$ cat src/rtl/ce_sequencer.sv
`default_nettype none
// ============================================================================
// Module   : ce_sequencer
// Brief    : Clock-enable sequencer on clk24: master-counter decodes,
//            programmable divider channels, optional fractional-rate enable
//            (build with CE_FRAC_EN defined to include the accumulator).
// Revision : 1.0
// ============================================================================
module ce_sequencer #(
    parameter int CTR_W       = 6,
    parameter int NCH         = 4,
    parameter int INIT_DLY    = 3,
    parameter int PHACC_W     = 32,
    parameter int PHACC_DELTA = 253896634
) (
    input  logic             clk24,
    input  logic             reset_n,
    input  logic             run,
    input  logic             turbo,
    input  logic             cfg_we,
    input  logic [2:0]       cfg_ch,
    input  logic [CTR_W-1:0] cfg_div,
    input  logic [CTR_W-1:0] cfg_phase,
    output logic             ce12,
    output logic             ce6,
    output logic             ce3,
    output logic             ce3v,
    output logic             ce1m5,
    output logic             video_slice,
    output logic             pipe_ab,
    output logic [NCH-1:0]   ce_ch,
    output logic             ce_frac,
    output logic             ready,
    output logic [CTR_W-1:0] ctr_out
);

    logic [4:0]       r_initctr;
    logic [CTR_W-1:0] r_ctr;
    logic [CTR_W-1:0] r_div  [NCH];
    logic [CTR_W-1:0] r_dcnt [NCH];
    logic             w_adv;

    assign w_adv   = ready & run;
    assign ctr_out = r_ctr;

    // Decodes are taken from the pre-increment counter, so each output
    // reflects the ctr value of the previous clock.
    always_ff @(posedge clk24 or negedge reset_n) begin
        if (!reset_n) begin
            r_initctr   <= '0;
            ready       <= 1'b0;
            r_ctr       <= '0;
            ce12        <= 1'b0;
            ce6         <= 1'b0;
            ce3         <= 1'b0;
            ce3v        <= 1'b0;
            ce1m5       <= 1'b0;
            video_slice <= 1'b0;
            pipe_ab     <= 1'b0;
        end else begin
            if (!ready) begin
                if (r_initctr == 5'(INIT_DLY))
                    ready <= 1'b1;
                else
                    r_initctr <= r_initctr + 5'd1;
            end
            if (w_adv) begin
                r_ctr       <= r_ctr + 1'b1;
                ce12        <= r_ctr[0];
                ce6         <= (r_ctr[1:0] == 2'd3);
                ce3         <= (r_ctr[2:0] == 3'd5) || (turbo && (r_ctr[2:0] == 3'd1));
                ce3v        <= (r_ctr[2:0] == 3'd6);
                ce1m5       <= (r_ctr[3:0] == 4'd13);
                video_slice <= ~r_ctr[2];
                pipe_ab     <= r_ctr[CTR_W-1];
            end else begin
                ce12  <= 1'b0;
                ce6   <= 1'b0;
                ce3   <= 1'b0;
                ce3v  <= 1'b0;
                ce1m5 <= 1'b0;
            end
        end
    end

    // Matching cfg_ch against each in-range index drops writes to absent channels.
    always_ff @(posedge clk24 or negedge reset_n) begin
        if (!reset_n) begin
            ce_ch <= '0;
            for (int i = 0; i < NCH; i++) begin
                r_div[i]  <= '1;
                r_dcnt[i] <= '0;
            end
        end else begin
            for (int i = 0; i < NCH; i++) begin
                if (cfg_we && (cfg_ch == 3'(i))) begin
                    r_div[i]  <= cfg_div;
                    r_dcnt[i] <= cfg_phase;
                    ce_ch[i]  <= 1'b0;
                end else if (w_adv) begin
                    if (r_dcnt[i] == '0) begin
                        ce_ch[i]  <= 1'b1;
                        r_dcnt[i] <= r_div[i];
                    end else begin
                        ce_ch[i]  <= 1'b0;
                        r_dcnt[i] <= r_dcnt[i] - 1'b1;
                    end
                end else begin
                    ce_ch[i] <= 1'b0;
                end
            end
        end
    end

`ifdef CE_FRAC_EN
    localparam logic [PHACC_W-1:0] C_DELTA = PHACC_W'(PHACC_DELTA);

    logic [PHACC_W-1:0] r_acc;
    logic [PHACC_W:0]   w_sum;

    assign w_sum = {1'b0, r_acc} + {1'b0, C_DELTA};

    // Runs from ready regardless of run; a carry out marks one fractional tick.
    always_ff @(posedge clk24 or negedge reset_n) begin
        if (!reset_n) begin
            r_acc   <= '0;
            ce_frac <= 1'b0;
        end else if (ready) begin
            r_acc   <= w_sum[PHACC_W-1:0];
            ce_frac <= w_sum[PHACC_W];
        end else begin
            ce_frac <= 1'b0;
        end
    end
`else
    assign ce_frac = 1'b0;
`endif

endmodule
`default_nettype wire

$ cat config.mk
export PLATFORM = sky130hd
export DESIGN_NAME = ce_sequencer
export DESIGN_NICKNAME = d
export VERILOG_FILES = /design/src/rtl/ce_sequencer.sv
export SDC_FILE = /design/constraint.sdc
export NUM_CORES = 1
export LEC_CHECK = 0
export CAP_MARGIN = 30
export CORE_MARGIN = 2
export CORE_UTILIZATION = 60
export CTS_BUF_LIST = sky130_fd_sc_hd__clkbuf_8
export CTS_CLUSTER_SIZE = 40
export DETAILED_ROUTE_END_ITERATION = 6
export GPL_TIMING_DRIVEN = 0
export PLACE_DENSITY = 0.92
export REMOVE_ABC_BUFFERS = 1
export SLEW_MARGIN = 0
export SYNTH_ARGS = -nofsm -noshare
export SYNTH_HDL_FRONTEND = slang
export SYNTH_SLANG_ARGS = --single-unit
$ cat constraint.sdc
create_clock -name clk24 -period 3.7 [get_ports clk24]
set_clock_uncertainty 0.05 [all_clocks]
set_input_delay 0.37 -clock clk24 [delete_from_list [all_inputs] [get_ports clk24]]
set_output_delay 0.37 -clock clk24 [all_outputs]
set_load 0.05 [all_outputs]
==> impl_metrics.yaml <==
sta:
  final.min_clock_period_ns: 2.15
  tightestPinTransition_ns: 0.875
  rsz0062_at_grt: "no"
  fmax_mhz: 465
  period_share_pct: 58.2
  setup_viol: 0
  final_max_slew_viol_count: 0
  slew_headroom_pct: 41.7
  hold_viol_final: 0
critical_path:
  required_ns: 3.28
  timing.rr.end: "r_dcnt[8]"
  arrival_ns: 1.73
  worstSetupStartpointType: "flip-flop"
  path_cells: "clkdlybuf4s50_1"
  cp_top_family: "buffers and inverters"
  rrSetupSlack_ns: 1.61
  crit_cells: 1
  path_buf_inv: 1
  crit_path_max_incr_delay_ns: 0.86
  critPathLaunch: "ctr_out[2]"
  cp_max_fo: 9
  rr_worst_depth: 6
  critPathKind: "flip-flop to primary output"
  critPathCapture: "ctr_out[2]"
  cpMaxStageDelayCell: "clkdlybuf4s50_1"
  worst_setup_path_end_kind: "primary output"
  r2r_start: "r_dcnt[6]"
die:
  die_w_um: 82.1
  io-pin-count: 39
  die_area_um2: 6740
  die_y_um: 82.1
  core_um2: 5920
  rows: 28
  initial_core_util_pct: 61.8
synthesis:
  synth_top_area_share_pct: 32.1
  synthArstFlopShare_pct: 100
  yosysTopAreaCell: "dfrtp_1"
  synthFlopType: "dfrtp_1"
  synth_edf_count: 0
  avgSynthCellArea_um2: 9.36
  postSynthCellCount: 391
  ys_ff_latch: 71
  synth_area_leaders: "dfrtp_1, dfstp_2, nand2_1, ha_1, o21ai_0"
  netlist_area_um2: 3660
  yosysSeqAreaShare_pct: 49.4
  yosysUniqueCellTypes: 57
  yosysWarningCount: 0
global_route:
  grtUsageTotal_pct: 28.4
  grt_pass1_vias: 2877
  grt_pass1_wl_mm: 14.0
  grt_remaining_overflow: 0
  grt_start_max_net_pins: 72
  antenna_found_initial: 0
cells_and_area:
  final_common_cell: "nand2_1"
  syn2layout_area_growth_pct: 17.7
  stdcell_area_um2: 4310
  layout.nets: 456
  nFillCells: 388
  final_cell_mix: "nand2_1, dfrtp_1, clkdlybuf4s50_1, o21ai_0, dfstp_2"
  diodes: 0
  layout-drive-gt1-share_pct: 13.1
placed_design:
  placed_area_um2: 4050
  place.port_buffers: 37
  gp_congestion: 0.924
  place_hpwl_mm: 5.49
clock_network:
  clk_latency_ns: 0.36
  htree_levels: 3
  numCtsBuffers: 9
  clkSinkCount: 71
  cts_resized: 0
  postCtsSetupRepairBufs: 0
  cts_root_buffer: "clkbuf_8"
  cts_hold_buf: 0
  cts_tree: "done"
  clkTransAtPathRegs_ns: 0.08
  clock_path_buffers: 2
detailed_routing:
  route.met2.wl_mm: 4.40
  drtPass1Iterations: 5
  wl_per_cell_um: 17.6
  drc: 0
  detail-route-antenna-nets: 0
  highest_layer: "met4"
  route.met3.wl_um: 680
  route.vias.total: 3103
  drt_iter0_markers: 406
  wl_met1_mm: 3.54
  finalWirelength_mm: 8.87
  via_per_inst: 6.16
outcome:
  status: "complete, no violations"
power_and_ir_drop:
  power_mw: 3.18
  ir_worst_vdd_mv: 0.421
  p_leak_nw: 1.93
  powerDensity_nw_per_um2: 738
run:
  cap_viol_max_count: 0
min_path:
  min_path_type: "input pin to asynchronous set/reset pin"
## through the flow
stage / setup TNS, ns / hold WS, ns / std cells / setup WS [ns] / utilization [%]
final: 0 / 0.0768 / 504 / 1.55 / 72.7
after global routing: 0 / 0.156 / 504 / 1.48 / 72.7
after CTS: 0 / 0.107 / 503 / 1.38 / 72.3
after detailed placement: 0 / 0.395 / 487 / 1.05 / 68.4
after global placement: -5.32 / 0.395 / 486 / -0.117 / 68.3
after floorplan: 0 / 0.0244 / 374 / 1.61 / -
## report_power, final
group	switching, mW	internal [mW]	leakage [nW]
registers	0.245	1.04	0.833
logic	0.687	0.492	0.988
clock network	0.302	0.415	0.112
total	1.23	1.94	1.93
## sequential cells by signal, indices dropped and copies added (netlist names)
register	count
pipe_ab	1
r_div	24
ce_ch	4
ce3	1
ce1m5	1
video_slice	1
ready	1
r_dcnt	24
ce6	1
ce12	1
ce3v	1
r_initctr	5
ctr_out	6
## logic make-up (layout without fill, tap and decap cells)
family / count (synthesis) / after routing / synth area share, %
other: 1 / 1 / 0.103
AND/OR/NAND/NOR: 176 / 176 / 23.7
adder cells (fa/ha/maj): 12 / 12 / 4.10
flip-flops: 71 / 71 / 49.4
AO/OA/AOI/OAI: 73 / 73 / 12.1
buffers and inverters: 31 / 69 / 3.59
XOR/XNOR: 16 / 16 / 3.83
multiplexers: 11 / 11 / 3.11
## area by class of cell
type                            count  area [µm²]  area share [%]
Timing Repair Buffer               39         400            9.30
Tap cell                           75        93.8            2.18
Clock buffer                       11         151            3.52
Inverter                           14        52.6            1.22
Multi-Input combinational cell    289        1720            40.0
Sequential cell                    71        1810            42.0
Clock inverter                      5        80.1            1.86
## synthesized netlist by cell type (8+ instances only)
| cell type | instances |
|---|---|
| nand2_1 | 94 |
| dfrtp_1 | 47 |
| o21ai_0 | 29 |
| dfstp_2 | 24 |
| a21oi_1 | 20 |
| nor3_1 | 15 |
| inv_1 | 14 |
| nor2_1 | 14 |
| ha_1 | 12 |
| and3_1 | 10 |
| clkbuf_1 | 10 |
| xnor2_1 | 9 |
| mux2i_1 | 8 |
## layer usage
metal  up-vias  global-route usage (%)
met5         -                       0
li1       1425                       -
met2       150                    45.0
met3        26                    5.82
met4         0                    12.7
met1      1502                    37.7
## worst min-delay path by stage
stage	slack, ns	startpoint	to	cells after the start
6_report	0.08	reset_n	r_initctr[4]	1
5_1_grt	0.16	reset_n	ce12	1
4_1_cts	0.11	reset_n	ctr_out[4]	1
3_5_place_dp	0.40	r_div[8]	r_div[8]	2
3_3_place_gp	0.39	r_div[8]	r_div[8]	2
2_1_floorplan	0.02	reset_n	ce12	0
Note: power is estimated with default switching activity, not from simulation.
